<file path="src/rtl/spi_command_slave.sv">
// SPI mode-0 slave: MOSI bytes become single-cycle command strobes, reply byte shifts out on MISO.
// Latency: pin edge acted on sync_stages+1 clk cycles later; command/overrun/abort strobes registered one cycle on.
// Backpressure: none towards the master; a byte completing while fifo_full is high is dropped and flagged by overrun.
module spi_command_slave #(
    parameter int sync_stages = 2,
    parameter int byte_width  = 8
) (
    input  logic                  clk,
    input  logic                  reset,
    input  logic                  sck,
    input  logic                  cs_n,
    input  logic                  mosi,
    output logic                  miso,
    input  logic [byte_width-1:0] tx_byte,
    input  logic                  fifo_full,
    output logic [byte_width-1:0] command_out,
    output logic                  command_out_ready,
    output logic                  overrun,
    output logic                  frame_aborted,
    output logic [7:0]            frame_bytes
);

    localparam int               cnt_w    = $clog2(byte_width);
    localparam logic [cnt_w-1:0] last_bit = cnt_w'(byte_width - 1);

    typedef enum logic {IDLE, ACTIVE} state_t;

    state_t                  state, state_nxt;
    logic [sync_stages-1:0]  sck_sync, cs_sync, mosi_sync;
    logic                    sck_d, cs_d;
    logic [sync_stages:0]    warm;
    logic                    armed;
    logic [cnt_w-1:0]        bit_cnt;
    logic [byte_width-1:0]   rx_shift, tx_shift;
    logic                    byte_seen;

    logic sck_s, cs_s, mosi_s;
    logic sck_rise, sck_fall, cs_rise, cs_fall;
    logic frame_start, frame_end, shift_in, shift_out, byte_done, abort;

    assign sck_s    = sck_sync[sync_stages-1];
    assign cs_s     = cs_sync[sync_stages-1];
    assign mosi_s   = mosi_sync[sync_stages-1];
    assign sck_rise = sck_s & ~sck_d;
    assign sck_fall = ~sck_s & sck_d;
    assign cs_rise  = cs_s & ~cs_d;
    assign cs_fall  = ~cs_s & cs_d;

    // Pin synchronisers plus one delayed copy for edge detection; warm tracks when the chain holds real pin values
    always_ff @(posedge clk or negedge reset) begin
        if (!reset) begin
            sck_sync  <= '0;
            cs_sync   <= '1;
            mosi_sync <= '0;
            sck_d     <= 1'b0;
            cs_d      <= 1'b1;
            warm      <= '0;
        end else begin
            sck_sync  <= {sck_sync[sync_stages-2:0], sck};
            cs_sync   <= {cs_sync[sync_stages-2:0], cs_n};
            mosi_sync <= {mosi_sync[sync_stages-2:0], mosi};
            sck_d     <= sck_s;
            cs_d      <= cs_s;
            warm      <= {warm[sync_stages-1:0], 1'b1};
        end
    end

    // Only accept a frame once cs_n has genuinely been seen high, so a frame in flight at reset release is skipped
    always_ff @(posedge clk or negedge reset) begin
        if (!reset) begin
            armed <= 1'b0;
        end else if (warm[sync_stages] && cs_s) begin
            armed <= 1'b1;
        end
    end

    // Frame state register
    always_ff @(posedge clk or negedge reset) begin
        if (!reset) begin
            state <= IDLE;
        end else begin
            state <= state_nxt;
        end
    end

    // Next state and per-cycle frame events; sck edges only count while ACTIVE
    always_comb begin
        state_nxt   = state;
        frame_start = 1'b0;
        frame_end   = 1'b0;
        shift_in    = 1'b0;
        shift_out   = 1'b0;
        case (state)
            IDLE: begin
                if (cs_fall && armed) begin
                    state_nxt   = ACTIVE;
                    frame_start = 1'b1;
                end
            end
            ACTIVE: begin
                shift_in  = sck_rise;
                shift_out = sck_fall;
                if (cs_rise) begin
                    state_nxt = IDLE;
                    frame_end = 1'b1;
                end
            end
            default: state_nxt = IDLE;
        endcase
        // A final bit landing with the cs_n rise still completes the byte rather than aborting it
        byte_done = shift_in && (bit_cnt == last_bit);
        abort     = frame_end && (bit_cnt != '0) && !byte_done;
    end

    // Shift registers, bit/byte counters and reply reload
    always_ff @(posedge clk or negedge reset) begin
        if (!reset) begin
            bit_cnt     <= '0;
            rx_shift    <= '0;
            tx_shift    <= '0;
            frame_bytes <= 8'd0;
            byte_seen   <= 1'b0;
        end else if (frame_start) begin
            bit_cnt     <= '0;
            frame_bytes <= 8'd0;
            tx_shift    <= tx_byte;
            byte_seen   <= 1'b0;
        end else begin
            if (shift_in) begin
                rx_shift <= {rx_shift[byte_width-2:0], mosi_s};
                bit_cnt  <= byte_done ? '0 : bit_cnt + cnt_w'(1);
            end
            if (byte_done) begin
                frame_bytes <= frame_bytes + 8'd1;
                byte_seen   <= 1'b1;
            end
            if (abort) begin
                bit_cnt <= '0;
            end
            if (shift_out) begin
                if (bit_cnt == '0 && byte_seen) begin
                    tx_shift <= tx_byte;
                end else begin
                    tx_shift <= {tx_shift[byte_width-2:0], 1'b0};
                end
            end
        end
    end

    // Registered strobes; command_out only moves when the engine can take the byte
    always_ff @(posedge clk or negedge reset) begin
        if (!reset) begin
            command_out       <= '0;
            command_out_ready <= 1'b0;
            overrun           <= 1'b0;
            frame_aborted     <= 1'b0;
        end else begin
            command_out_ready <= byte_done && !fifo_full;
            overrun           <= byte_done && fifo_full;
            frame_aborted     <= abort;
            if (byte_done && !fifo_full) begin
                command_out <= {rx_shift[byte_width-2:0], mosi_s};
            end
        end
    end

    assign miso = (state == ACTIVE) ? tx_shift[byte_width-1] : 1'b0;

endmodule

</file>
<file path="config.mk">
export PLATFORM = sky130hd
export DESIGN_NAME = spi_command_slave
export DESIGN_NICKNAME = d
export VERILOG_FILES = /design/src/rtl/spi_command_slave.sv
export SDC_FILE = /design/constraint.sdc
export NUM_CORES = 1
export LEC_CHECK = 0
export ABC_AREA = 1
export BUFFER_PORTS_ARGS = -buffer_cell sky130_fd_sc_hd__clkbuf_2
export CORE_UTILIZATION = 41
export CTS_CLUSTER_SIZE = 8
export DETAILED_ROUTE_END_ITERATION = 8
export GPL_TIMING_DRIVEN = 0
export PLACE_DENSITY = 0.63
export SLEW_MARGIN = 30
export SYNTH_ARGS = -nofsm -noshare
export SYNTH_HDL_FRONTEND = slang
export SYNTH_SLANG_ARGS = --single-unit
</file>
<file path="constraint.sdc">
create_clock -name clk -period 3.7 [get_ports clk]
set_clock_uncertainty 0.15 [all_clocks]
set_input_delay 0.37 -clock clk [delete_from_list [all_inputs] [get_ports clk]]
set_output_delay 0.37 -clock clk [all_outputs]
set_load 0.02 [all_outputs]
</file>
# Yosys cells after proc, flatten, opt, wreduce, memory -nomap -nowiden
# Index checks and enable logic that the tools add are counted.
# op_classes
bitwise_logic	10
n_reduce_logical	16
n_addsub	2
n_mux	20
eq_ne	1
# op_table
cell	n
two-way mux 8 bit	5
two-way mux 3 bit	4
two-way mux 1 bit	10
adder 8 x 1 -> 8 bit, second input constant	1
logical AND 1 bit	8
inverter 1 bit	6
nonzero test 3 bit	2
bitwise AND 1 bit	4
nonzero test 2 bit	2
adder 3 x 1 -> 3 bit, second input constant	1
== test 3 bit, second input constant	1
zero test 3 bit	1
zero test 1 bit	2
case mux 1 bit (2 select lines)	1
AND reduction 2 bit	1
# word_totals
elab_cells	66
in_bits	14
output_inout_bits	20
regBits	51

# Longest topological paths before layout
# Gate-level depths: netlist of run 1.
# logic_depth
depth_word	8
ltp_mapped	9

# Least setup slack after synthesis of run 1
# No wires, ideal clock.
# synth_timing
kind	reg-to-reg
start	register bit_cnt[0]
end	register command_out[5]
setup_slack_ns	2.153
path_buffers	1
t_arrival_ns	1.323
required_ns	3.476
path_stages_with_launch	9
period_less_slack_ns	1.547
path_cell_list	dfrtp_1 -> ha_1 -> ha_1 -> nand4_4 -> inv_2 -> nand2_2 -> buf_6 -> nand2_1 -> o21ai_2
# synth_between
elab_chain_len	3
# synth_lines
element	line	rtl
start, declared	33	logic [cnt_w-1:0] bit_cnt;
start signal, assigned	131	bit_cnt <= byte_done ? '0 : bit_cnt + cnt_w'(1);
== test 3 bit	111	byte_done = shift_in && (bit_cnt == last_bit);
logical AND 1 bit	111	
logical AND 1 bit	161	if (byte_done && !fifo_full) begin
end signal, assigned	162	command_out <= {rx_shift[byte_width-2:0], mosi_s};
end, declared	16	output logic [byte_width-1:0] command_out,
# Every way passes these cells.
# A chain may end at the register's enable or synchronous reset.

# Worst setup path in the final report of run 1
# layout_timing
start	register bit_cnt[0]
end	register tx_shift[0]
# layout_between
elab_chain_len	5
# layout_lines
element	line	rtl
zero test 3 bit	141	if (bit_cnt == '0 && byte_seen) begin
logical AND 1 bit	141	
two-way mux 8 bit	141	
two-way mux 8 bit	140	if (shift_out) begin
two-way mux 8 bit	123	end else if (frame_start) begin
end signal, assigned	126	tx_shift <= tx_byte;
end signal, assigned	142	tx_shift <= tx_byte;
end signal, assigned	144	tx_shift <= {tx_shift[byte_width-2:0], 1'b0};
end, declared	34	logic [byte_width-1:0] rx_shift, tx_shift;
# Every way passes these cells. The select of a mux whose other input is x is not followed.

==> flow_summary.yaml, run 1 <==
setup_path:
  critPathKind: "register to register"
  end_kind: "register"
  cp-start-kind: "register"
  r2r_cells: 8
  reg2reg_slack_ns: 1.97
  cp-endpoint: "tx_shift[0]$_DFFE_PN0P_"
  path_max_fanout: 8
  worstSetupStartpoint: "bit_cnt[0]$_DFFE_PN0P_"
  reg2reg_to: "tx_shift[0]$_DFFE_PN0P_"
  worstPathRequired_ns: 3.73
  cp.arrival_ns: 1.76
  regToRegStartpoint: "bit_cnt[0]$_DFFE_PN0P_"
global_routing:
  grt_start_max_net_pins: 52
  antenna_found_initial: 0
  overflow: 0
  track_usage: 0.156
  grt_pass1_wl_um: 6640
  grt_pass1_vias: 1532
routing:
  drc: 0
  ant_nets: 0
  wire_per_inst_um: 11.3
  wl_met1_um: 1930
  routed.top_layer: "met4"
  dr_total_vias: 1627
  viasPerCell: 4.68
  drtPass1Iterations: 4
  postRouteWirelength_um: 3920
  route.met2.wl_um: 1780
  wl_met3_um: 132
  drt_first_iter_violations: 70
logic_synthesis:
  ys_types: 25
  synthCells: 236
  yosys.area.top_type: "dfrtp_1"
  ys_seq_area_frac: 0.577
  syn_area_per_cell_um2: 9.39
  syn-num-nets: 254
  netlist.area_leader.share: 0.542
  yosysWarnings: 0
  yosys-top-cells-area: "dfrtp_1, nand2_1, nand3_1"
  ys_ff_latch: 51
  syn-cell-area_mm2: 0.00222
sta:
  min_period_ns: 1.73
  slew_headroom: 0.549
  rsz0062_at_grt: "no"
  finalHoldViolations: 47
  tightestPinTransition_ns: 0.676
  drv_slew: 0
  fin_crit_sh: 0.468
  final.setup.tns_ns: 0
  hold_ws_ns: -0.0212
  clock.fmax_ghz: 0.578
  setup_slack_ns: 1.97
  setup_violations: 0
floorplanning:
  die-area_mm2: 0.00571
  start_util: 0.429
  die_x_um: 75.5
  die_h_um: 75.5
  num_rows: 26
  ios: 34
  core_mm2: 0.00517
clocking:
  cts_inserted_buffers: 5
  ctsResizeCount: 0
  cts_buffer_depth: 2
  cts_max_level: 2
  clock-sinks: 51
  root_buffer: "clkbuf_8"
  worstSkewPairLatency_ns: 0.30
  clk_pin_slew_ns: 0.09
  tritoncts: "yes"
pwr:
  power_density_mw_per_mm2: 499
  power.leakage_nw: 1.36
  ir_drop_v: 0.000186
placement:
  postPlaceCellArea_mm2: 0.00247
  gp_congestion: 0.763
  hpwl_um: 2710
  post-place-ws_ns: 1.98
  io_buffers: 33
flow_run:
  max_cap_violations: 0
cells_and_area:
  area_growth_syn_to_layout_pct: 15.6
  antenna_cells: 0
  nets: 295
  final_area_mm2: 0.00256
  drive_gt1_frac: 0.227
worst_hold_path:
  hp-class: "primary input to async pin"
outcome:
  violations: "negative hold slack"
  status: "finished with violations"
==> per-layer routing <==
layer	vias to the layer above	GRT usage
met3	8	0.0278
met5	-	0
met4	0	0.0741
met1	760	0.206
met2	26	0.251
li1	833	-
==> sequential cells by signal, indices dropped and copies added, names as in the netlist <==
name and cells:
command_out_ready 1, command_out 8, frame_aborted 1, armed 1, cs_sync 2, tx_shift 8
rx_shift 7, overrun 1, sck_d 1, sck_sync 2, warm 3, frame_bytes 8
byte_seen 1, state 1, mosi_sync 2, cs_d 1, bit_cnt 3
==> per-stage QoR <==
stage | utilization | instances | power, mW
after floorplan | - | 236 | 0.909
after global placement | 0.478 | 339 | 0.976
after detailed placement | 0.478 | 339 | 0.987
after CTS | 0.496 | 348 | 1.30
after global routing | 0.496 | 348 | 1.36
final | 0.496 | 348 | 1.28
==> critical path, cell delays in order (launching register included) <==
cell and delay [ns]:
dfrtp_1 0.39, inv_1 0.07, ha_1 0.19, nand2_1 0.08, inv_1 0.06, nand2_1 0.21
nand2_1 0.25, nand3_1 0.12, o21ai_0 0.09
==> final cells by class <==
type | count | area (um^2)
Fill cell | 508 | 2610
Sequential cell | 51 | 1280
Multi-Input combinational cell | 150 | 769
Timing Repair Buffer | 34 | 178
Inverter | 28 | 105
Tap cell | 70 | 87.6
Clock buffer | 7 | 76.3
Buffer | 7 | 62.6
Clock inverter | 1 | 5.00
==> cells in the mapped netlist <==
| library cell | number |
|---|---|
| a21o_1 | 1 |
| a21oi_1 | 3 |
| buf_2 | 2 |
| buf_4 | 1 |
| buf_6 | 4 |
| conb_1 | 1 |
| dfrtp_1 | 48 |
| dfstp_2 | 3 |
| ha_1 | 4 |
| inv_1 | 27 |
| inv_2 | 1 |
| nand2_1 | 56 |
| nand2_2 | 1 |
| nand2_4 | 1 |
| nand3_1 | 33 |
| nand3_2 | 1 |
| nand3b_1 | 7 |
| nand4_1 | 1 |
| nand4_4 | 1 |
| nor2_1 | 17 |
| nor2_2 | 2 |
| nor3_1 | 1 |
| o21a_1 | 1 |
| o21ai_0 | 12 |
| o21ai_2 | 7 |
==> worst min path at each step <==
stage / startpoint / endpoint / slack, ns
CTS: reset / command_out[5]$_DFFE_PN0P_ / 0.0009
global placement: warm[1]$_DFF_PN0_ / warm[2]$_DFF_PN0_ / 0.18
global route: mosi / mosi_sync[0]$_DFF_PN0_ / 0.007
floorplan: reset / armed$_DFFE_PN0P_ / -0.08
detailed placement: sck_sync[0]$_DFF_PN0_ / sck_sync[1]$_DFF_PN0_ / 0.18
finish: reset / command_out[5]$_DFFE_PN0P_ / -0.02
==> cell usage in the layout, fill, tap and decap left out, drive strengths merged <==
cell         count
a21o             1
buf              7
nand3b           7
a21oi            3
nor2            19
o21ai           19
ha               4
inv             28
nand4            2
nand3           34
nor3             1
dfrtp           48
nand2           58
dfstp            3
o21a             1
clkinv           1
dlygate4sd3      1
conb             1
clkbuf          40
==> cells by family (layout without fill, tap and decap cells) <==
family | Yosys count | count (layout) | share of synthesized area
AND/OR/NAND/NOR | 121 | 121 | 0.255
flip-flops | 51 | 51 | 0.577
buffers and inverters | 35 | 77 | 0.0756
AO/OA/AOI/OAI | 24 | 24 | 0.0683
adder cells (fa/ha/maj) | 4 | 4 | 0.0226
other | 1 | 1 | 0.00169
==> where the power goes <==
part / switching [mW] / internal (mW)
clock network: 0.173 / 0.133
logic: 0.158 / 0.109
registers: 0.0513 / 0.653
==> repair_timing <==
item,4_1_cts,5_1_grt
hold buffers,1,0
endpoints found under the hold margin,1,0
setup buffers,0,0
Power figures use the tool's default switching activity.
==> run 2: changes to the inputs <==
==> constraint.sdc (replaced) <==
create_clock -name clk -period 1.7 [get_ports clk]
set_clock_uncertainty 0.15 [all_clocks]
set_input_delay 0.17 -clock clk [delete_from_list [all_inputs] [get_ports clk]]
set_output_delay 0.17 -clock clk [all_outputs]
set_load 0.02 [all_outputs]
==> run 2 against run 1 <==
Against the previous run: the run now ends clean; non-clock buffer count rose by 7; sequential power rose by 120%; utilization rose by 1.8 points; first-iteration DRC count rose by 44%; combinational power rose by 130%; critical path type unchanged; critical endpoint is now bit_cnt[1]$_DFFE_PN0P_.
==> flow_summary.yaml, run 2 (same netlist as run 1, synthesis figures left out) <==
setup_path:
  critPathBufInv: 1
  cp.depth: 8
  path_max_fanout: 4
  path_cells: "ha_1, ha_1, nand4_4, buf_4, nand2_1, nor2_4, nand3_1, nand2_1"
  worstPathRequired_ns: 1.79
  critPathKind: "register to register"
  cp.arrival_ns: 1.72
  end_kind: "register"
  cp_top_family: "simple AND/OR/NAND/NOR gates"
  cpPeakStageDelay_ns: 0.42
  crit_path_top_delay_cell: "dfrtp_1"
  r2r_cells: 8
  cp-start-kind: "register"
clocking:
  worstSkewPairLatency_ns: 0.30
  cts_inserted_buffers: 5
  cts_buffer_depth: 2
  root_buffer: "clkbuf_8"
  clk_pin_slew_ns: 0.09
  clock-sinks: 51
  cts_max_level: 2
  tritoncts: "yes"
worst_hold_path:
  hp-class: "primary input to register"
  min_path_cells: 5
routing:
  drt_first_iter_violations: 101
  dr_total_vias: 1670
  wire_per_inst_um: 11.3
  viasPerCell: 4.70
  drtPass1Iterations: 4
  drc: 0
  ant_nets: 0
  postRouteWirelength_um: 4020
sta:
  final.setup.tns_ns: 0
  min_period_ns: 1.63
  tightestPinTransition_ns: 0.681
  clock.fmax_ghz: 0.614
  drv_slew: 0
  setup_violations: 0
  setup_slack_ns: 0.0706
  hold_ws_ns: 0.00541
  fin_crit_sh: 0.958
  finalHoldViolations: 0
  slew_headroom: 0.546
floorplanning:
  die_h_um: 75.5
  die-area_mm2: 0.00571
  num_rows: 26
  die_x_um: 75.5
  ios: 34
  core_mm2: 0.00517
  start_util: 0.429
placement:
  gp_congestion: 0.763
  hpwl_um: 2710
  io_buffers: 33
  post-place-ws_ns: -0.0212
cells_and_area:
  area_growth_syn_to_layout_pct: 19.8
  mostFrequentLayoutCells: "nand2_1, dfrtp_1, nand3_1, clkbuf_2, inv_1"
  drive_gt1_frac: 0.239
  top_regs: "command_out: 8 flops, frame_bytes: 8 flops, tx_shift: 8 flops"
  antenna_cells: 0
  post-route-util: 0.514
  final_common_cell: "nand2_1"
  nets: 302
global_routing:
  grt_pass1_wl_um: 6720
  antenna_found_initial: 0
  overflow: 0
  grt_start_max_net_pins: 52
  grt_pass1_vias: 1548
  track_usage: 0.158
outcome:
  status: "completed"
pwr:
  ir_drop_v: 0.000409
  power_density_mw_per_mm2: 1060
  power.leakage_nw: 1.41
  power_mw: 2.81
flow_run:
  max_cap_violations: 0
[run 2: cell count changes in the layout (fill, tap and decap cells not counted), sizes merged]
cell         before  now
buf               7    9
dlygate4sd3       1    6
[run 2: path summary, 6_finish.rpt]
path	start	endpoint	slack [ns]
max	bit_cnt[0]$_DFFE_PN0P_	bit_cnt[1]$_DFFE_PN0P_	0.07
min	tx_byte[3]	tx_shift[3]$_DFFE_PN0P_	0.005
max reg2reg	bit_cnt[0]$_DFFE_PN0P_	bit_cnt[1]$_DFFE_PN0P_	0.07
min reg2reg	sck_sync[0]$_DFF_PN0_	sck_sync[1]$_DFF_PN0_	0.20
max in group asynchronous	reset	warm[2]$_DFF_PN0_	0.62
min in group asynchronous	reset	command_out[5]$_DFFE_PN0P_	0.33
[run 2: what timing repair did]
item                                    in CTS  in global routing
gates resized for setup                      2                  5
setup buffers                                0                  2
hold buffers                                 6                  0
cloned                                       0                  0
pin swaps                                    1                  0
endpoints found under the setup margin      10                 21
endpoints found under the hold margin       53                  0
[run 2: area by class of cell]
| cell class | count | area (um^2) |
|---|---|---|
| timing repair buffer | 41 | 243 |
| tap | 70 | 87.6 |
| sequential | 51 | 1280 |
| buffer | 7 | 66.3 |
| clock buffer | 7 | 76.3 |
| clock inverter | 1 | 5.00 |
| multi-input combinational | 150 | 793 |
| inverter | 28 | 105 |
| fill | 507 | 2520 |
[run 2: where the power goes]
| part | switching (mW) | internal (mW) |
|---|---|---|
| sequential | 0.114 | 1.42 |
| clock | 0.378 | 0.290 |
| combinational | 0.360 | 0.250 |
[run 2: metrics by stage]
| step | std cells | cell area (um^2) |
|---|---|---|
| global placement | 339 | 2470 |
| detailed placement | 339 | 2470 |
| global route | 355 | 2660 |
| finish | 355 | 2660 |
| CTS | 353 | 2620 |
| floorplan | 236 | 2220 |
[run 2: per-layer routing]
layer / wire (um) / global-route usage / vias up
met1: 1920 / 0.209 / 776
li1: - / - / 848
met3: 167 / 0.0278 / 8
met2: 1850 / 0.253 / 38
met4: 80 / 0.0741 / 0
met5: 0 / 0 / -
[run 2: worst reg2reg max path, delay by kind of cell (launching register included)]
family	cells	cell delay, ns
and+or+nand+nor	5	0.46
DFF	1	0.42
adders and majority gates	2	0.42
buffers and inverters	1	0.11
==> run 3: changes to the inputs <==
--- a/config.mk
+++ b/config.mk
@@ -5,7 +5,6 @@
 export SDC_FILE = /design/constraint.sdc
 export NUM_CORES = 1
 export LEC_CHECK = 0
-export ABC_AREA = 1
 export BUFFER_PORTS_ARGS = -buffer_cell sky130_fd_sc_hd__clkbuf_2
 export CORE_UTILIZATION = 41
 export CTS_CLUSTER_SIZE = 8
==> run 3 against run 2 <==
Against the previous run: via count shrank 10%; flip-flop and latch count is the same; sequential share of layout area shrank 4.1 points; hold slack gained 0.20 ns; first-iteration DRC count shrank 17%; count of clock-buffer cells in the layout shrank 1; setup slack lost 0.15 ns; critical endpoint is now command_out[6]$_DFFE_PN0P_; global-route usage grew 1.0 points; the run now ends with negative setup slack left; combinational power shrank 13%; synthesized cell count shrank 34%; total power grew 1.0%.
==> flow_summary.yaml, run 3 <==
pwr:
  power.leakage_nw: 1.34
  power_density_mw_per_mm2: 980
  ir_drop_v: 0.000626
  power_mw: 2.84
sta:
  tightestPinTransition_ns: 0.675
  setup_slack_ns: -0.0773
  hold_ws_ns: 0.205
  final.setup.tns_ns: -0.618
  drv_slew: 0
  rsz0062_at_grt: "yes"
  setup_violations: 11
  slew_headroom: 0.550
  clock.fmax_ghz: 0.563
  fin_crit_sh: 1.05
  min_period_ns: 1.78
  finalHoldViolations: 0
cells_and_area:
  final_common_cell: "dfrtp_1"
  mostFrequentLayoutCells: "dfrtp_1, clkbuf_2, dlygate4sd3_1, buf_4"
  top_regs: "command_out: 8 flops, frame_bytes: 8 flops, tx_shift: 8 flops"
  nets: 238
  fillers: 382
  antenna_cells: 0
  area_growth_syn_to_layout_pct: 37.3
  final_area_mm2: 0.00290
  drive_gt1_frac: 0.471
placement:
  io_buffers: 33
  hpwl_um: 2540
  postPlaceCellArea_mm2: 0.00237
  gp_congestion: 0.748
floorplanning:
  core_mm2: 0.00485
  ios: 34
  num_rows: 25
  die_x_um: 73.8
  start_util: 0.436
  die-area_mm2: 0.00545
  die_h_um: 73.8
logic_synthesis:
  synth_fa_ha_area_frac: 0.0237
  async_flop_share: 1.00
  synthMostInstantiatedCell: "dfrtp_1"
  synthCells: 156
  syn_area_per_cell_um2: 13.5
  synth_top_family_by_area: "simple AND/OR/NAND/NOR gates"
  synth_xor_area_frac: 0.00414
  syn-num-nets: 174
  yosys.area_share.simple: 0.160
  yosysWarnings: 0
  yosys-top-cells-area: "dfrtp_1, mux2_2, dfstp_2"
  synth-edff-count: 0
  synth-main-ff-cell: "dfrtp_1"
  ys_seq_area_frac: 0.606
  ys_types: 36
  synth_mux_area_frac: 0.0894
  yosys.area.top_type: "dfrtp_1"
  synth_compound_area_frac: 0.0847
  syn-cell-area_mm2: 0.00211
  netlist.area_leader.share: 0.568
  ys_ff_latch: 51
  synth_common_cells: "dfrtp_1, mux2_2, a21oi_1, nand2_1, nor4b_1"
clocking:
  worstSkewPairLatency_ns: 0.29
  root_buffer: "clkbuf_8"
  clk_pin_slew_ns: 0.09
  cts_max_level: 2
  cts_inserted_buffers: 5
  tritoncts: "yes"
  clock-sinks: 51
  cts_buffer_depth: 2
global_routing:
  overflow: 0
  track_usage: 0.168
  grt_start_max_net_pins: 52
  grt_pass1_vias: 1416
  grt_pass1_wl_um: 6760
  antenna_found_initial: 0
worst_hold_path:
  min_path_cells: 0
  whs_endpoint: "warm[2]$_DFF_PN0_"
  min-delay-start: "warm[1]$_DFF_PN0_"
  hp-class: "register to register"
routing:
  dr_total_vias: 1497
  wire_per_inst_um: 14.6
  drtPass1Iterations: 4
  viasPerCell: 5.20
  postRouteWirelength_um: 4200
  drc: 0
  drt_first_iter_violations: 84
  ant_nets: 0
outcome:
  status: "finished with violations"
  violations: "negative setup slack"
setup_path:
  path_max_fanout: 8
  worstPathRequired_ns: 1.73
  crit_path_top_delay_cell: "dfrtp_1"
  path_cells: "ha_2, ha_4, nand4b_4, nor2_4, buf_6, mux2_4"
  regToRegStartpoint: "bit_cnt[1]$_DFFE_PN0P_"
  worstSetupStartpoint: "bit_cnt[1]$_DFFE_PN0P_"
  cpPeakStageDelay_ns: 0.37
  end_kind: "register"
  cp-start-kind: "register"
  cp.arrival_ns: 1.81
  reg2reg_to: "command_out[6]$_DFFE_PN0P_"
  critPathKind: "register to register"
  r2r_cells: 6
  reg2reg_slack_ns: -0.08
flow_run:
  max_cap_violations: 0
==> run 3: logic make-up after synthesis <==
logic type / after synthesis
other: 1
XOR/XNOR: 1
AO/OA/AOI/OAI: 26
adder cells (fa/ha/maj): 4
AND/OR/NAND/NOR: 44
multiplexers: 17
buffers and inverters: 12
flip-flops: 51
==> run 3: repair_timing <==
action / CTS / global route
endpoints found under the setup margin: 25 / 28
gates cloned: 0 / 0
hold endpoints to repair: 60 / 0
pin swaps: 9 / 10
hold buffers: 13 / 0
gates resized for setup: 28 / 20
buffers inserted: 6 / 7
==> run 3: cell type report <==
cell class              count  area (um^2)  area share
well taps                  67         83.8      0.0289
inverters                   6         27.5     0.00949
plain buffers               4         38.8      0.0134
clock buffers               6         72.6      0.0250
flip-flops and latches     51         1280       0.441
clock inverters             2         37.5      0.0129
multi-input cells          93          958       0.330
repair buffers             59          403       0.139
==> run 3: critical path, delay by kind of cell, from the launching register on <==
kind / cells / cell delay, ns
mux: 1 / 0.30
simple gates: 2 / 0.34
fa+ha+maj: 2 / 0.35
flops: 1 / 0.37
buf+inv: 1 / 0.15
==> run 3: worst max-delay path by stage <==
stage	to	slack [ns]	cells past startpoint
2_1_floorplan	command_out[0]$_DFFE_PN0P_	0.03	5
3_3_place_gp	command_out[2]$_DFFE_PN0P_	-0.11	5
3_5_place_dp	command_out[5]$_DFFE_PN0P_	-0.18	5
4_1_cts	command_out[6]$_DFFE_PN0P_	-0.09	6
5_1_grt	command_out[6]$_DFFE_PN0P_	-0.16	6
6_report	command_out[6]$_DFFE_PN0P_	-0.08	6
==> run 3: metal layers <==
layer	GRT usage	wire, um	vias to the layer above
met5	0	0	-
met4	0.0705	76	0
met3	0.0439	166	8
met2	0.263	2080	47
met1	0.220	1880	744
li1	-	-	698
==> run 3: power by group <==
| group | switching [mW] | internal (mW) | leakage, nW |
|---|---|---|---|
| clock network | 0.382 | 0.439 | 0.0514 |
| registers | 0.108 | 1.38 | 0.654 |
| logic | 0.227 | 0.305 | 0.630 |
==> run 3: metrics by stage <==
| stage | worst slack [ns] | std cells | util |
|---|---|---|---|
| final | -0.0773 | 288 | 0.598 |
| after global routing | -0.161 | 288 | 0.598 |
| after CTS | -0.0869 | 282 | 0.570 |
| after detailed placement | -0.177 | 256 | 0.489 |
| after global placement | -0.109 | 256 | 0.489 |
| after floorplan | 0.0264 | 156 | - |
